## config.mk

```make
export PLATFORM = sky130hd
export DESIGN_NAME = layer1_addr_seq
export DESIGN_NICKNAME = d
export VERILOG_FILES = /design/src/rtl/layer1_addr_seq.sv
export SDC_FILE = /design/constraint.sdc
export NUM_CORES = 1
export LEC_CHECK = 0
export CORE_ASPECT_RATIO = 1.75
export CORE_MARGIN = 3
export CORE_UTILIZATION = 35
export CTS_CLUSTER_SIZE = 10
export DETAILED_ROUTE_END_ITERATION = 6
export GPL_TIMING_DRIVEN = 0
export PLACE_DENSITY = 0.72
export SLEW_MARGIN = 20
export SYNTH_ARGS = -nofsm -noshare
export SYNTH_HDL_FRONTEND = slang
export SYNTH_SLANG_ARGS = --single-unit
```

## constraint.sdc

```tcl
create_clock -name clk -period 1.8 [get_ports clk]
set_input_delay 0.18 -clock clk [delete_from_list [all_inputs] [get_ports clk]]
set_output_delay 0.18 -clock clk [all_outputs]
set_load 0.01 [all_outputs]
```

## src/rtl/layer1_addr_seq.sv

```systemverilog
// rtl/layer1_addr_seq.sv - layer-1 weight/input SRAM address sequencer; optional SEQ_TIMEOUT_EN watchdog
`timescale 1ns/1ps
module layer1_addr_seq #(
    parameter int N_IN    = 784,
    parameter int N_HID   = 200,
    parameter int WADDR_W = 18,
    parameter int IADDR_W = 10,
    parameter int NIDX_W  = 8,
    parameter int TIMEOUT = 1023
) (
    input  logic               clk,
    input  logic               reset,
    input  logic               start,
    input  logic               hold,
    input  logic               mac1_done,
    output logic [WADDR_W-1:0] address_1,
    output logic [IADDR_W-1:0] address_3,
    output logic               addr_valid,
    output logic               mac1_start,
    output logic [NIDX_W-1:0]  neuron_idx,
    output logic               busy,
    output logic               done,
    output logic               err
);

    localparam logic [IADDR_W-1:0] A3_LAST   = IADDR_W'(N_IN - 1);
    localparam logic [NIDX_W-1:0]  NIDX_LAST = NIDX_W'(N_HID - 1);

    typedef enum logic [2:0] {
        S_IDLE,
        S_FETCH,
        S_FLUSH,
        S_WAIT,
        S_FIN
    } state_t;

    state_t               state, state_nx;
    logic [WADDR_W-1:0]   a1_nx;
    logic [IADDR_W-1:0]   a3_nx;
    logic [NIDX_W-1:0]    nidx_nx;
    logic                 av_nx, ms_nx, busy_nx, done_nx, err_nx;
    logic                 timed_out;

`ifdef SEQ_TIMEOUT_EN
    localparam int                 TCNT_W = $clog2(TIMEOUT + 1);
    localparam logic [TCNT_W-1:0]  T_LAST = TCNT_W'(TIMEOUT - 1);
    logic [TCNT_W-1:0]             wait_cnt;

    // Counter is zero in every other state, so it restarts on each WAIT_DONE entry.
    always_ff @(posedge clk or negedge reset) begin
        if (!reset) begin
            wait_cnt <= '0;
        end else if (state == S_WAIT) begin
            wait_cnt <= wait_cnt + TCNT_W'(1);
        end else begin
            wait_cnt <= '0;
        end
    end

    assign timed_out = (wait_cnt == T_LAST);
`else
    logic timeout_unused;
    assign timeout_unused = (TIMEOUT != 0);
    assign timed_out      = 1'b0;
`endif

    always_comb begin
        state_nx = state;
        a1_nx    = address_1;
        a3_nx    = address_3;
        nidx_nx  = neuron_idx;
        av_nx    = 1'b0;
        ms_nx    = 1'b0;
        busy_nx  = 1'b1;
        done_nx  = 1'b0;
        err_nx   = err;
        case (state)
            S_IDLE: begin
                busy_nx = 1'b0;
                if (start) begin
                    state_nx = S_FETCH;
                    a1_nx    = '0;
                    a3_nx    = '0;
                    nidx_nx  = '0;
                    av_nx    = 1'b1;
                    busy_nx  = 1'b1;
                end
            end
            S_FETCH: begin
                // The address on the bus was read in its valid cycle; hold only stalls the advance.
                if (hold) begin
                    av_nx = 1'b0;
                end else if (address_3 == A3_LAST) begin
                    state_nx = S_FLUSH;
                    ms_nx    = 1'b1;
                end else begin
                    a1_nx = address_1 + WADDR_W'(1);
                    a3_nx = address_3 + IADDR_W'(1);
                    av_nx = 1'b1;
                end
            end
            S_FLUSH: begin
                state_nx = S_WAIT;
            end
            S_WAIT: begin
                if (mac1_done) begin
                    if (neuron_idx == NIDX_LAST) begin
                        state_nx = S_FIN;
                        done_nx  = 1'b1;
                    end else begin
                        state_nx = S_FETCH;
                        nidx_nx  = neuron_idx + NIDX_W'(1);
                        a1_nx    = address_1 + WADDR_W'(1);
                        a3_nx    = '0;
                        av_nx    = 1'b1;
                    end
                end else if (timed_out) begin
                    state_nx = S_IDLE;
                    err_nx   = 1'b1;
                    busy_nx  = 1'b0;
                end
            end
            S_FIN: begin
                state_nx = S_IDLE;
                busy_nx  = 1'b0;
            end
            default: begin
                state_nx = S_IDLE;
                busy_nx  = 1'b0;
            end
        endcase
    end

    always_ff @(posedge clk or negedge reset) begin
        if (!reset) begin
            state      <= S_IDLE;
            address_1  <= '0;
            address_3  <= '0;
            neuron_idx <= '0;
            addr_valid <= 1'b0;
            mac1_start <= 1'b0;
            busy       <= 1'b0;
            done       <= 1'b0;
            err        <= 1'b0;
        end else begin
            state      <= state_nx;
            address_1  <= a1_nx;
            address_3  <= a3_nx;
            neuron_idx <= nidx_nx;
            addr_valid <= av_nx;
            mac1_start <= ms_nx;
            busy       <= busy_nx;
            done       <= done_nx;
            err        <= err_nx;
        end
    end

endmodule

```

* After elaboration in Yosys (flattened, before gate mapping)
Cells that the tools add are included.
Cells by class: add/sub/neg operators 3, muxes and demuxes 35, reductions and logical operators 7, equality and inequality tests 11
Operators with widths (count):
- two-way mux 18 bit | 5
- case mux 18 bit (3 select lines) | 1
- two-way mux 10 bit | 5
- case mux 10 bit (3 select lines) | 1
- two-way mux 8 bit | 3
- adder 18 x 1 -> 18 bit (second input constant) | 1
- case mux 8 bit (2 select lines) | 1
- two-way mux 3 bit | 5
- != test 2 bit (second input constant) | 6
- case mux 3 bit (4 select lines) | 1
- two-way mux 1 bit | 11
- adder 10 x 1 -> 10 bit (second input constant) | 1
- == test 10 bit (second input constant) | 1
- adder 8 x 1 -> 8 bit (second input constant) | 1
- == test 8 bit (second input constant) | 1
- AND reduction 4 bit | 2
- == test 3 x 2 -> 1 bit (second input constant) | 2
- AND reduction 6 bit | 1
- == test 3 x 1 -> 1 bit (second input constant) | 1
- zero test 3 bit | 1
- case mux 1 bit (3 select lines) | 1
- nonzero test 3 bit | 1
- OR reduction 3 bit | 1
- case mux 1 bit (2 select lines) | 1
- nonzero test 2 bit | 1
Storage, ports and cells: register bits 43, output and inout bits 41, input bits 5

* Logic depth before layout (Yosys ltp)
Gate-level depths: netlist of the first run.
depth in word-level cells 4, mapped depth 8

* Worst setup path before layout of the first run
OpenSTA, ideal clock, no wires.
kind reg-to-reg, start point reg address_3[7], end point reg address_1[13], clock period less this slack 1.953 ns, cell stages (with the launch flop) 6, required time 1.674 ns, library setup time 0.126 ns, path slack -0.153 ns, path buffers 1, arrival time 1.827 ns, path through dfrtp_1 or3_4 o31ai_4 nand2_2 clkbuf_1 a221o_1
On the way: word-level cells in the longest chain between the ends 3
RTL lines:
- start, declared | RTL line 17 | output logic [IADDR_W-1:0] address_3,
- start signal, assigned | RTL line 148 | address_3 <= a3_nx;
- == test 10 bit | RTL line 93 | end else if (address_3 == A3_LAST) begin
- != test 2 bit (no line)
- AND reduction 6 bit (no line)
- end signal, assigned | RTL line 147 | address_1 <= a1_nx;
- end, declared | RTL line 16 | output logic [WADDR_W-1:0] address_1,
No other way between the ends. A chain may end at the register's enable or synchronous reset.

* Worst setup path in the final report of the first run
start point reg address_3[0], end point reg address_1[2]
Same word-level chain as after synthesis.

==> flow_metrics.env, run 1 <==
export IMPL_status="finished, violations left"
export IMPL_violations="setup timing"
export IMPL_grt_max_degree=31
export IMPL_dp_hpwl_mm=4.07
export IMPL_cts_tree="built"
export IMPL_clockRootBuffer="clkbuf_8"
export IMPL_cts_buffers=5
export IMPL_critPathMostFrequentCell="buf_8"
export IMPL_ys_seq_area_share_pct=48.2
export IMPL_netlist_instances=234
export IMPL_maxCapViolations=0
export IMPL_async_flop_share_pct=100
export IMPL_num_rows=37
export IMPL_crit_family="compound AO/OA/AOI/OAI gates"
export IMPL_finish_utilization_pct=56.6
export IMPL_grt_pass1_vias=2202
export IMPL_post_dp_cell_area_sq_um=2820
export IMPL_syn_nets=242
export IMPL_place_ws_ps=-398
export IMPL_clkLatencyLatePin_ps=300
export IMPL_boundaryPins=46
export IMPL_rsz0062_at_grt="yes"
export IMPL_arrival_ps=2190
export IMPL_n_antenna_cell=0
export IMPL_wl_per_cell_um=16.8
export IMPL_fin_hold_ws_ps=325
export IMPL_crit_type="reg2reg"
export IMPL_synthTopCellsByArea="dfrtp_1 48%, a31oi_1 3.9%, nor2_1 3.0%"
export IMPL_drtIter0Drc=201
export IMPL_required_ps=2020
export IMPL_final_area_sq_um=3400
export IMPL_critPathLaunchType="flop"
export IMPL_clkTransAtPathRegs_ps=80
export IMPL_endpoint_kind="flop"
export IMPL_rrSetupSlack_ps=-170
export IMPL_synth_edf_count=0
export IMPL_grt_antenna_before_repair=0
export IMPL_finalSetupViolCount=29
export IMPL_period_share_pct=110
export IMPL_numClockSinks=43
export IMPL_synth_top_area_cell="dfrtp_1"
export IMPL_drt_pass1_iterations=4
export IMPL_yosys_warnings=0
export IMPL_p_leak_nw=1.41
export IMPL_die_h_um=112
export IMPL_ys_ff_latch=43
export IMPL_ant_nets=0
export IMPL_cp_num_buf_inv=3
export IMPL_slowest_delay_ps=410
export IMPL_syn_cell_area_sq_um=2230
export IMPL_slew_viol_final=0
export IMPL_die_w_um=66.4
export IMPL_powerDensity_nw_per_um2=713
export IMPL_clockBufferDepth=2
export IMPL_hp_class="in2async"
export IMPL_path_max_fanout=5
export IMPL_layout_drive_gt1_share_pct=28.4
export IMPL_finalWeightedCongestion=0.812
export IMPL_hold_viol=0
export IMPL_netlist_area_leader_share_pct=48.2
export IMPL_period_needed_ps=1970
export IMPL_clock_skew_ps=9.73
export IMPL_gr_total_overflow=0
export IMPL_ys_flop_type="dfrtp_1"
export IMPL_routed_wirelength_mm=6.69
export IMPL_dieArea_sq_um=7410
export IMPL_path_cells="ha_4 > nand4b_1 > o31ai_4 > and3_4 > buf_8 > inv_8 > buf_8 > a31oi_1"
export IMPL_core_area_sq_um=6020
export IMPL_start_util_pct=37.1
export IMPL_grt_pass1_wl_mm=10.7
export IMPL_drc=0
export IMPL_nets=327
export IMPL_vias=2252
export IMPL_syn_to_final_growth_pct=52.5
export IMPL_portBuffers=44
export IMPL_worst_path_max_delay_cell="dfrtp_2"
export IMPL_syn_avg_cell_area_sq_um=9.54
export IMPL_htreeDepth=2
export IMPL_fill_cells=522
export IMPL_ys_types=47
export IMPL_track_usage_pct=18.4
export IMPL_peakVddDrop_mv=0.718
export IMPL_worst_slack_ps=-173
export IMPL_fmax_mhz=507
export IMPL_viasPerCell=5.66
## flip-flops by register name (all words and copies together), names as in the netlist
register    count
address_1      18
address_3      10
neuron_idx      8
state           3
addr_valid      1
busy            1
done            1
mac1_start      1
## report_power, final
part | leakage [nW] | total, mW | switching, mW | internal (mW)
Clock | 0.0477 | 0.618 | 0.352 | 0.266
Sequential | 0.559 | 1.20 | 0.147 | 1.05
Combinational | 0.799 | 0.608 | 0.261 | 0.347
## per-stage QoR
stage                     cells  setup TNS (ps)  total power, mW
after floorplan             234            -908             1.42
after global placement      356          -38340             1.69
after detailed placement    357           -9030             1.70
after CTS                   391           -2700             2.40
after global routing        398           -6410             2.54
final                       398           -3500             2.43
## cell type report
type / count / area, sq um / area share (%)
Multi-Input combinational cell: 176 / 1250 / 36.7
Clock inverter: 3 / 15.0 / 0.441
Sequential cell: 43 / 1090 / 31.9
Clock buffer: 5 / 68.8 / 2.02
Timing Repair Buffer: 79 / 751 / 22.1
Inverter: 4 / 22.5 / 0.662
Tap cell: 78 / 97.6 / 2.87
Buffer: 10 / 114 / 3.34
## layer usage
layer  global-route usage [%]  vias to the layer above  wire [um]
met3                     2.93                       22        266
met2                     30.9                       84       3480
li1                         -                     1055          -
met5                        0                        -          0
met1                     22.2                     1091       2690
met4                     9.09                        0        257
## worst reg2reg max path: cells and delay by family, from the launching register on
kind,cells,cell delay (ps)
simple gates,2,480
fa+ha+maj,1,150
buf+inv,3,310
compound gates,2,560
flops,1,410
## Yosys cell counts, types with 2 or more instances
master    count
dfrtp_1      43
nor2_1       18
nand2_1      17
a31oi_1      14
a21oi_1      13
o21ai_1      11
nand3_1      10
nand4_1      10
nor3_1        9
o21ai_0       9
and3_1        8
clkbuf_1      6
o31ai_1       6
xnor2_1       5
nor4_1        4
or2_2         4
a41oi_1       3
buf_4         3
ha_1          3
inv_1         3
nand2b_1      3
a211oi_1      2
a21boi_0      2
a21o_1        2
a221o_1       2
a32o_1        2
and2_1        2
## layout by cell type (no fill, tap or decap), drive strengths merged, types with 4 or more instances in the layout
cell           count
nor2              18
nand2             18
dfrtp             43
a21oi             13
nor3               9
o31ai              7
nor4               4
or2                4
nand4             10
a31oi             14
o21ai             21
and3               8
inv                4
nand3             10
buf               38
clkdlybuf4s50     43
xnor2              5
clkbuf            12
## cells by family (layout without fill, tap and decap cells)
logic type / count (synthesis) / in the layout / synth area share [%]
xor gates and xnor gates: 6 / 6 / 2.35
other: 1 / 1 / 0.168
buffers and inverters: 15 / 101 / 3.42
adders and majority gates: 3 / 3 / 1.68
and+or+nand+nor: 95 / 95 / 23.3
AOI/OAI and AO/OA: 71 / 71 / 20.9
DFF: 43 / 43 / 48.2
## repair_timing
action                                 4_1_cts  5_1_grt
cloned                                       4        0
endpoints found under the hold margin       13        0
resized for setup                           37       20
pin swaps                                   13       13
setup endpoints to repair                   30       37
hold buffers                                 1        0
buffers inserted                            21        9
## worst paths after layout
check                                   start       endpoint  cells after the start
worst min-delay path                    reset   address_3[3]                      2
worst min register to register  address_1[14]  address_1[14]                      1
worst max-delay path             address_3[0]   address_1[2]                      8
max in group asynchronous               reset       state[2]                      3
min in group clk                address_1[14]  address_1[14]                      1
worst max register to register   address_3[0]   address_1[2]                      8
(Power assumes the default switching activity.)
==> run 2, diff against run 1 <==
- CAP_MARGIN: unset -> 0
- CORE_MARGIN: 3 -> unset
- MAX_ROUTING_LAYER: unset -> met4
==> run 2 against run 1 <==
Net effect: the run still ends with setup timing left; clock skew decreased by 6.4 ps; final cell count increased by 2.8%; sequential power about the same; via count increased by 2.3%; maximum frequency increased by 0.88%; sequential cell count unchanged; setup slack improved by 17 ps; core utilization increased by 1.3 points; power increased by 6.9%; critical path depth unchanged; highest routed layer unchanged; largest power group unchanged.
==> flow_metrics.env, run 2 (same netlist as run 1, synthesis figures left out) <==
export IMPL_routed_wirelength_mm=6.85
export IMPL_wl_per_cell_um=16.7
export IMPL_period_needed_ps=1960
export IMPL_drt_pass1_iterations=4
export IMPL_p_sw_uw=790
export IMPL_path_depth=8
export IMPL_maxCapViolations=0
export IMPL_cts_buffers=5
export IMPL_path_max_fanout=5
export IMPL_grt_pass1_vias=2107
export IMPL_fill_cells=514
export IMPL_grt_max_degree=29
export IMPL_crit_start="address_3[1]"
export IMPL_clock_skew_ps=3.33
export IMPL_fin_hold_ws_ps=350
export IMPL_p_sw_share_pct=30.5
export IMPL_gr_total_overflow=0
export IMPL_clockBufferDepth=2
export IMPL_crit_end="address_1[6]"
export IMPL_p_leak_nw=1.45
export IMPL_timing_rr_end="address_1[6]"
export IMPL_num_rows=38
export IMPL_status="finished, violations left"
export IMPL_numClockSinks=43
export IMPL_peakVddDrop_mv=0.579
export IMPL_grt_pass1_wl_mm=10.3
export IMPL_final_area_sq_um=3580
export IMPL_dieArea_sq_um=6710
export IMPL_core_area_sq_um=6180
export IMPL_required_ps=2000
export IMPL_crit_family="compound AO/OA/AOI/OAI gates"
export IMPL_combPwrFrac_pct=26.9
export IMPL_arrival_ps=2160
export IMPL_post_dp_cell_area_sq_um=2820
export IMPL_largest_reg_flops=18
export IMPL_portBuffers=44
export IMPL_htreeDepth=2
export IMPL_die_w_um=62.4
export IMPL_worst_slack_ps=-156
export IMPL_timing_rr_start="address_3[1]"
export IMPL_slew_viol_final=0
export IMPL_intPower_mw=1.80
export IMPL_layout_drive_gt1_share_pct=35.0
export IMPL_period_share_pct=109
export IMPL_track_usage_pct=20.0
export IMPL_rsz0062_at_grt="yes"
export IMPL_n_antenna_cell=0
export IMPL_ff2ff_path_depth=8
export IMPL_final_cell_mix="43 x clkdlybuf4s50_1, 39 x buf_4, 30 x dfrtp_1"
export IMPL_grt_antenna_before_repair=0
export IMPL_ant_nets=0
export IMPL_place_ws_ps=-450
export IMPL_path_cells="ha_4 > nand4b_1 > o31ai_4 > and3_4 > buf_6 > inv_6 > buf_8 > a31oi_1"
export IMPL_crit_type="reg2reg"
export IMPL_p_clk_share_pct=26.3
export IMPL_boundaryPins=46
export IMPL_cts_tree="built"
export IMPL_viasPerCell=5.63
export IMPL_fmax_mhz=511
export IMPL_start_util_pct=36.1
export IMPL_hp_class="in2async"
export IMPL_placed_cells=359
export IMPL_dp_hpwl_mm=4.07
export IMPL_reg_largest_list="address_1 x18, address_3 x10, neuron_idx x8"
export IMPL_finalSetupViolCount=29
export IMPL_powerDensity_nw_per_um2=725
export IMPL_hold_viol=0
export IMPL_endpoint_kind="flop"
export IMPL_seq_power_share_pct=46.8
export IMPL_drc=0
export IMPL_multi_input_area_sq_um=1350
export IMPL_fin_cells=409
export IMPL_vias=2303
export IMPL_regArea_sq_um=1090
export IMPL_largest_register="address_1"
export IMPL_violations="setup timing"
export IMPL_cp_num_buf_inv=3
export IMPL_drtIter0Drc=91
export IMPL_critPathLaunchType="flop"
export IMPL_p_total_mw=2.59
export IMPL_clockRootBuffer="clkbuf_8"
export IMPL_syn_to_final_growth_pct=60.3
export IMPL_clkTransAtPathRegs_ps=80
export IMPL_finalWeightedCongestion=0.843
export IMPL_slowest_delay_ps=420
export IMPL_clkLatencyLatePin_ps=290
export IMPL_rrSetupSlack_ps=-160
export IMPL_nets=336
export IMPL_mostFrequentLayoutCell="clkdlybuf4s50_1"
export IMPL_die_h_um=108
export IMPL_worst_path_max_delay_cell="dfrtp_1"
## run 2: cell types whose count changed in the layout (fill, tap and decap cells not counted), moves of 4 or more
cell	previous run	this run
buf_4	28	39
dfrtp_1	34	30
dfrtp_2	9	13
o21ai_1	17	13
o21ai_2	0	4
## run 2: metrics by stage
step           setup TNS (ps)  util (%)
2_1_floorplan            -908         -
3_3_place_gp           -39250      45.3
3_5_place_dp            -9440      45.7
4_1_cts                 -1390      53.0
5_1_grt                 -3790      57.9
6_report                -2470      57.9
## run 2: layout make-up
type                    count  area share, %
multi-input cells         177           37.8
plain buffers               9           2.80
clock buffers               8           2.80
well taps                  80           2.80
flip-flops and latches     43           30.5
repair buffers             88           22.7
inverters                   4          0.559
## run 2: worst min path at each step
stage                             start             to  slack, ps  cells after the start
after floorplan                   reset     addr_valid       -120                      0
after global placement    address_1[17]  address_1[17]        500                      1
after detailed placement          reset  address_1[16]        130                      1
after CTS                         reset  address_1[11]        360                      2
after global routing              reset   address_1[8]        380                      2
final                             reset  address_1[10]        350                      2
## run 2: what timing repair did
item                                    4_1_cts  5_1_grt
gates resized for setup                      32       48
hold buffers                                  1        0
cloned                                        3        1
pin swaps                                    10       17
setup buffers                                25       14
endpoints found under the hold margin        15        0
endpoints found under the setup margin       31       36
## run 2: power groups by stage
stage / logic, mW / clock network (mW) / registers [mW]
final: 0.697 / 0.682 / 1.22
after global routing: 0.740 / 0.742 / 1.22
after CTS: 0.568 / 0.690 / 1.19
after detailed placement: 0.487 / 0 / 1.21
after global placement: 0.476 / 0 / 1.21
after floorplan: 0.193 / 0 / 1.23
## run 2: metal layers
| metal | global-route usage (%) | share of wire [%] |
|---|---|---|
| met1 | 22.2 | 40 |
| met2 | 35.6 | 55 |
| met3 | 2.22 | 3.2 |
| met4 | 9.30 | 2.2 |
| met5 | - | 0 |
==> run 3, diff against run 2 <==
- SKIP_LAST_GASP: unset -> 1
==> run 3 against run 2 <==
Net effect: maximum frequency grew 0.50%; die area is the same; sequential cell count is the same; final cell count is the same; the run still ends with setup timing left; clock skew is essentially flat; cell area shrank 0.59%; critical path depth is the same; clock power is essentially flat; global-route usage is the same.
==> flow_metrics.env, run 3 (same netlist as run 1, synthesis figures left out) <==
export IMPL_slowest_delay_ps=420
export IMPL_rrSetupSlack_ps=-150
export IMPL_clock_skew_ps=3.42
export IMPL_place_ws_ps=-450
export IMPL_fin_hold_ws_ps=345
export IMPL_path_cells="ha_4 > nand4b_1 > o31ai_4 > and3_4 > buf_6 > inv_6 > buf_8 > a31oi_1"
export IMPL_fmax_mhz=514
export IMPL_portBuffers=44
export IMPL_die_h_um=108
export IMPL_track_usage_pct=20.0
export IMPL_clkTransAtPathRegs_ps=80
export IMPL_clkLatencyLatePin_ps=290
export IMPL_rsz0062_at_grt="yes"
export IMPL_peakVddDrop_mv=0.575
export IMPL_period_needed_ps=1950
export IMPL_cts_buffers=5
export IMPL_routed_wirelength_mm=6.86
export IMPL_powerDensity_nw_per_um2=729
export IMPL_cts_tree="built"
export IMPL_largest_register="address_1"
export IMPL_vias=2293
export IMPL_period_share_pct=108
export IMPL_violations="setup timing"
export IMPL_num_rows=38
export IMPL_arrival_ps=2150
export IMPL_grt_pass1_wl_mm=10.3
export IMPL_grt_max_degree=29
export IMPL_ant_nets=0
export IMPL_syn_to_final_growth_pct=59.4
export IMPL_endpoint_kind="flop"
export IMPL_nets=336
export IMPL_drc=0
export IMPL_start_util_pct=36.1
export IMPL_fill_cells=518
export IMPL_worst_path_max_delay_cell="dfrtp_1"
export IMPL_clockRootBuffer="clkbuf_8"
export IMPL_hold_viol=0
export IMPL_gr_total_overflow=0
export IMPL_mostFrequentLayoutCell="clkdlybuf4s50_1"
export IMPL_p_total_mw=2.59
export IMPL_path_max_fanout=5
export IMPL_crit_type="reg2reg"
export IMPL_drt_pass1_iterations=4
export IMPL_required_ps=2000
export IMPL_clockBufferDepth=2
export IMPL_finalWeightedCongestion=0.843
export IMPL_viasPerCell=5.61
export IMPL_p_leak_nw=1.45
export IMPL_drtIter0Drc=93
export IMPL_grt_pass1_vias=2107
export IMPL_worst_slack_ps=-147
export IMPL_largest_reg_flops=18
export IMPL_grt_antenna_before_repair=0
export IMPL_htreeDepth=2
export IMPL_die_w_um=62.4
export IMPL_finalSetupViolCount=28
export IMPL_boundaryPins=46
export IMPL_final_cell_mix="43 x clkdlybuf4s50_1, 39 x buf_4, 30 x dfrtp_1"
export IMPL_reg_largest_list="address_1 x18, address_3 x10, neuron_idx x8"
export IMPL_dp_hpwl_mm=4.07
export IMPL_numClockSinks=43
export IMPL_hp_class="in2async"
export IMPL_core_area_sq_um=6180
export IMPL_layout_drive_gt1_share_pct=35.0
export IMPL_slew_viol_final=0
export IMPL_dieArea_sq_um=6710
export IMPL_critPathLaunchType="flop"
export IMPL_maxCapViolations=0
export IMPL_n_antenna_cell=0
export IMPL_status="finished, violations left"
export IMPL_wl_per_cell_um=16.8
run 3: cell counts in the layout (fill, tap and decap cells not counted):
Identical to the previous run, type by type.
run 3: critical path: cells and delay by family, from the launching register on:
| family | cells | cell delay (ps) |
|---|---|---|
| AO/OA/AOI/OAI | 2 | 520 |
| adder cells (fa/ha/maj) | 1 | 160 |
| buffers and inverters | 3 | 310 |
| flip-flops | 1 | 420 |
| AND/OR/NAND/NOR | 2 | 450 |
run 3: through the flow:
step	area, sq um	utilization, %	instances	setup TNS (ps)
CTS	3270	53.0	396	-1440
finish	3560	57.6	409	-2280
global route	3560	57.6	409	-3810
floorplan	2260	-	234	-908
global placement	2800	45.3	358	-39250
detailed placement	2820	45.7	359	-9440
run 3: final cells by class:
cell class,count,area (sq um),area share [%]
multi-input combinational,177,1330,37.5
tap,80,100,2.81
timing repair buffer,88,812,22.8
sequential,43,1090,30.7
clock buffer,8,100,2.81
inverter,4,20.0,0.563
buffer,9,100,2.81
run 3: power breakdown:
part	total, mW	switching, mW	internal (mW)
Sequential	1.22	0.154	1.06
Clock	0.685	0.334	0.351
Combinational	0.694	0.304	0.389
Total	2.59	0.792	1.80
run 3: routing by layer:
layer	up-vias	track usage, %	wire [um]
met2	76	35.6	3760
met4	0	9.30	175
met3	17	2.22	210
li1	1072	-	-
met1	1128	22.2	2720
met5	-	-	0
run 3: final timing paths:
path | to | startpoint | cells past startpoint
min in group clk | address_1[0] | address_1[0] | 1
min reg2reg | address_1[0] | address_1[0] | 1
max reg2reg | address_1[6] | address_3[1] | 8
max in group asynchronous | state[2] | reset | 3
max | address_1[6] | address_3[1] | 8
min | address_1[8] | reset | 2
run 3: repair_timing:
action,in CTS,in global routing
endpoints found under the hold margin,15,0
setup buffers,25,14
gates cloned,3,1
pin swaps,10,17
hold buffers,1,0
endpoints found under the setup margin,31,36
resized for setup,30,47
